<file path="src/rtl/counter_sequencer.sv">
// counter_sequencer: drives the load/enable/clear inputs of a binary counter
// so that each pass loads a start value and counts up to a target, repeating
// for a programmed number of passes. Supports hold, abort and a stall watchdog.
module counter_sequencer #(
  parameter int CW   = 6,
  parameter int LW   = 8,
  parameter int WDOG = 15
) (
  input  logic          clock,
  input  logic          reset,
  input  logic          start,
  input  logic          abort,
  input  logic          hold,
  input  logic [CW-1:0] cfg_load_val,
  input  logic [CW-1:0] cfg_target,
  input  logic [LW-1:0] cfg_loops,
  input  logic [CW-1:0] count,
  output logic          cnt_clr,
  output logic          cnt_load,
  output logic [CW-1:0] cnt_load_val,
  output logic          cnt_en,
  output logic          busy,
  output logic          done,
  output logic          error,
  output logic [LW-1:0] loops_done
);

  localparam int WW = $clog2(WDOG + 1);

  typedef enum logic [2:0] {
    S_IDLE,
    S_LOAD,
    S_RUN,
    S_DONE,
    S_CLEAR,
    S_ERROR
  } state_t;

  state_t        state_reg, state_next;
  logic [CW-1:0] load_reg, target_reg, count_prev_reg;
  logic [LW-1:0] loops_reg, loops_done_reg, loops_done_next, loops_inc;
  logic [WW-1:0] wdog_reg, wdog_next, wdog_inc;
  logic          error_reg, error_next;
  logic          capture, at_target, run_en, stalled;

  // Pass-progress and stall detection feeding both the FSM and the counter
  assign at_target = (count == target_reg);
  assign run_en    = (state_reg == S_RUN) && !hold && !at_target;
  assign stalled   = run_en && (count == count_prev_reg);
  assign loops_inc = loops_done_reg + 1'b1;
  assign wdog_inc  = wdog_reg + 1'b1;

  // Counter-facing strobes are pure state decodes, so an async reset drops them at once
  assign cnt_en       = run_en;
  assign cnt_load     = (state_reg == S_LOAD);
  assign cnt_load_val = (state_reg == S_LOAD) ? load_reg : '0;
  assign cnt_clr      = (state_reg == S_CLEAR);
  assign busy         = (state_reg == S_LOAD) || (state_reg == S_RUN) || (state_reg == S_CLEAR);
  assign done         = (state_reg == S_DONE);
  assign error        = error_reg;
  assign loops_done   = loops_done_reg;

  // Next-state, loop bookkeeping and watchdog; abort overrides any transition
  always_comb begin
    state_next      = state_reg;
    loops_done_next = loops_done_reg;
    wdog_next       = wdog_reg;
    error_next      = error_reg;
    capture         = 1'b0;
    case (state_reg)
      S_IDLE: begin
        if (start) begin
          capture         = 1'b1;
          loops_done_next = '0;
          state_next      = S_LOAD;
        end
      end
      S_LOAD: begin
        wdog_next  = '0;
        state_next = S_RUN;
      end
      S_RUN: begin
        if (at_target) begin
          loops_done_next = loops_inc;
          state_next      = (loops_inc == loops_reg) ? S_DONE : S_LOAD;
        end else if (!hold) begin
          if (stalled) begin
            wdog_next = wdog_inc;
            if (wdog_inc >= WW'(WDOG)) state_next = S_ERROR;
          end else begin
            wdog_next = '0;
          end
        end
      end
      S_DONE:  state_next = S_IDLE;
      S_CLEAR: begin
        error_next      = 1'b0;
        loops_done_next = '0;
        state_next      = S_IDLE;
      end
      S_ERROR: state_next = S_ERROR;
      default: state_next = S_IDLE;
    endcase
    if (abort && (state_reg != S_IDLE)) state_next = S_CLEAR;
    if (state_next == S_ERROR) error_next = 1'b1;
  end

  // State, shadow configuration and history registers
  always_ff @(posedge clock or negedge reset) begin
    if (!reset) begin
      state_reg      <= S_IDLE;
      load_reg       <= '0;
      target_reg     <= '0;
      loops_reg      <= '0;
      loops_done_reg <= '0;
      wdog_reg       <= '0;
      error_reg      <= 1'b0;
      count_prev_reg <= '0;
    end else begin
      state_reg      <= state_next;
      loops_done_reg <= loops_done_next;
      wdog_reg       <= wdog_next;
      error_reg      <= error_next;
      count_prev_reg <= count;
      if (capture) begin
        load_reg   <= cfg_load_val;
        target_reg <= cfg_target;
        // a loop count of zero still runs one pass
        loops_reg  <= (cfg_loops == '0) ? LW'(1) : cfg_loops;
      end
    end
  end

endmodule

</file>
<file path="config.mk">
export PLATFORM = sky130hd
export DESIGN_NAME = counter_sequencer
export DESIGN_NICKNAME = d
export VERILOG_FILES = /design/src/rtl/counter_sequencer.sv
export SDC_FILE = /design/constraint.sdc
export NUM_CORES = 1
export LEC_CHECK = 0
export CAP_MARGIN = 15
export CELL_PAD_IN_SITES_DETAIL_PLACEMENT = 1
export CELL_PAD_IN_SITES_GLOBAL_PLACEMENT = 1
export CORE_MARGIN = 5
export CORE_UTILIZATION = 42
export DETAILED_ROUTE_END_ITERATION = 12
export HOLD_SLACK_MARGIN = 0.02
export PLACE_DENSITY = 0.89
export SYNTH_ARGS = -nofsm -noshare
export SYNTH_HDL_FRONTEND = slang
export SYNTH_SLANG_ARGS = --single-unit
export TNS_END_PERCENT = 10
</file>
<file path="constraint.sdc">
create_clock -name clock -period 2.7 [get_ports clock]
set_input_delay 0.675 -clock clock [delete_from_list [all_inputs] [get_ports clock]]
set_output_delay 0.675 -clock clock [all_outputs]
set_load 0.05 [all_outputs]
</file>
==> reports/qor.yml <==
hold_path.class: "primary input to asynchronous set/reset pin"
drive_gt1_share_pct: 24.5
drc: 0
fin_ws_ps: 43.9
hpwl_um: 5080
n_fill_cell: 609
multi_input_area_um2: 1180
grt_pass1_vias: 2173
rsz0062_at_grt: "no"
max-vdd-ir-drop_mv: 0.533
clock_latency_ps: 300
setup_violations: 0
syn_nets: 254
drt-met1-wl_um: 2890
utilization_pct: 58.0
crit_fanout: 2
std_cell_rows: 27
static-leakage-power_nw: 1.32
synth_cell_types: 47
first_pass_iters: 4
grt-ovfl-total: 0
status: "complete, no violations"
crit_chain: "clkdlybuf4s50_1, xor2_1, nor2_1, a21o_2, nor2_4, buf_12"
grtUsageTotal_pct: 20.8
critPathCaptureType: "primary output"
whs_ps: 382
power_density_nw_per_um2: 856
ios: 51
tightest_slew_ps: 617
synth_edf_count: 0
seq_area_um2: 1050
final_nets: 319
synthCells: 220
yosysSeqAreaShare_pct: 45.8
htree_levels: 2
synth-main-ff-cell: "dfrtp_1"
cp_slowest_cell: "clkdlybuf4s50_1"
core_um2: 5410
ys_async_sr_fraction_pct: 100
max_freq_mhz: 376
antenna_found_initial: 0
vias: 1988
viasPerCell: 5.55
power_w: 0.00268
postRouteAntennaNets: 0
skew_ps: 2.99
wl_um: 7300
grt_max_degree: 28
crit_type: "primary input to primary output"
numClockSinks: 42
syn_to_final_growth_pct: 36.7
dr_wl_met3_um: 318
relSlewSlack_pct: 58.9
cp-start-kind: "primary input"
fin_crit_sh_pct: 98.4
stdcell_count: 358
die_x_um: 83.9
cts.clk_slew.worst_paths_ps: 80
wl_per_cell_um: 20.4
start_util_pct: 42.4
drv_slew: 0
wl_met2_um: 3970
dp_slack_ps: -89.2
die_y_um: 83.9
critPathMaxStageDelay_ps: 490
layout_min_cycle_time_ps: 2660
n_antenna_cell: 0
avgSynthCellArea_um2: 10.4
hold_buffers: 0
dieArea_um2: 7040
cts_tree: "built"
dp_cells: 348
synth-seq-cells: 42
grt_pass1_wl_um: 11500
drt_iter0_markers: 92
routed.top_layer: "met4"
yosys_warnings: 0
place_congestion: 0.773
cts-root-buf: "clkbuf_8"
required_ps: 2030
numCtsBuffers: 5
port_buffers: 50
cp.arrival_ps: 1980
finalHoldViolations: 0
netlist_area_um2: 2290
cts.path.max_buffers: 2
maxCapViolations: 0
[routing by layer]
| layer | up-vias | track usage (%) |
|---|---|---|
| met1 | 1019 | 23.8 |
| met2 | 56 | 38.3 |
| met3 | 12 | 4.24 |
| li1 | 901 | - |
| met4 | 0 | 6.73 |
| met5 | - | 0 |
[timing repair]
| item | in CTS | in global routing |
|---|---|---|
| buffers inserted | 1 | 1 |
| resized for setup | 2 | 5 |
| endpoints found under the setup margin | 1 | 1 |
| pin swaps | 1 | 2 |
[placed cells by master (no fill, tap or decap), types with 9 or more instances in the layout]
cell and instances:
a21oi_1 12, and2_1 9, buf_4 19, clkdlybuf4s50_1 35, dfrtp_1 42, mux2_2 19, nand2_1 13, nor2_1 14
o21ai_0 10, xnor2_1 9, xor2_1 15
[report_power, final]
group | switching [W] | internal, W | leakage (nW)
logic | 0.000689 | 0.000593 | 0.751
clock network | 0.000217 | 0.000206 | 0.0482
registers | 0.000166 | 0.000812 | 0.523
[layout make-up]
class / instances / area share [%]
Multi-Input combinational cell: 162 / 37.6
Clock buffer: 7 / 2.75
Timing Repair Buffer: 67 / 22.2
Sequential cell: 42 / 33.5
Clock inverter: 1 / 0.160
Inverter: 7 / 0.838
Tap cell: 72 / 2.87
[Yosys cell counts (2+ instances only)]
library cell / number / share of area, %
nand2b_1: 2 / 0.55
inv_1: 7 / 1.1
xor2_1: 15 / 5.7
nor2b_1: 4 / 1.1
buf_2: 5 / 1.1
o32ai_1: 2 / 0.76
nor2_1: 16 / 2.6
a21oi_1: 12 / 2.6
mux2_2: 19 / 9.3
o22ai_1: 3 / 0.82
a31oi_1: 2 / 0.55
o21ai_1: 6 / 1.3
or2b_2: 2 / 0.76
nand2_1: 13 / 2.1
o21ai_2: 2 / 0.76
xnor2_1: 9 / 3.4
clkbuf_1: 3 / 0.49
and3_1: 2 / 0.55
nand3_1: 4 / 0.87
o21ai_0: 10 / 2.2
ha_1: 3 / 1.6
nor3_1: 2 / 0.44
and2_1: 9 / 2.5
o31ai_1: 3 / 0.98
o2111ai_1: 2 / 0.76
dfrtp_1: 42 / 46
[through the flow]
| step | instance area, um2 | setup TNS [ps] |
|---|---|---|
| 6_report | 3130 | 0 |
| 3_3_place_gp | 3010 | 0 |
| 5_1_grt | 3130 | 0 |
| 2_1_floorplan | 2300 | 0 |
| 3_5_place_dp | 3010 | -146 |
| 4_1_cts | 3110 | 0 |
[final timing paths]
kind / start / to / slack (ps) / cells after the start
setup / recovery: count[0] / cnt_en / 40 / 6
hold / removal: reset / load_reg[5] / 380 / 1
max in group asynchronous: reset / loops_done[5] / 1750 / 2
hold reg to reg: load_reg[5] / load_reg[5] / 500 / 1
min in group clock: load_reg[5] / load_reg[5] / 500 / 1
setup reg to reg: loops_done[0] / state_reg[1] / 370 / 6
[kinds of logic after synthesis]
family / count (synthesis) / share of synthesized area (%)
compound gates: 52 / 14.9
xor+xnor: 24 / 9.17
fa+ha+maj: 3 / 1.64
buf+inv: 16 / 3.22
flops: 42 / 45.8
mux: 19 / 9.33
simple gates: 64 / 15.9
[worst max-delay path: cells and delay by family]
family,cells,cell delay [ps]
AO/OA/AOI/OAI,1,260
XOR/XNOR,1,180
AND/OR/NAND/NOR,2,220
buffers and inverters,2,640
No activity file was read; power rests on OpenSTA's default activity.
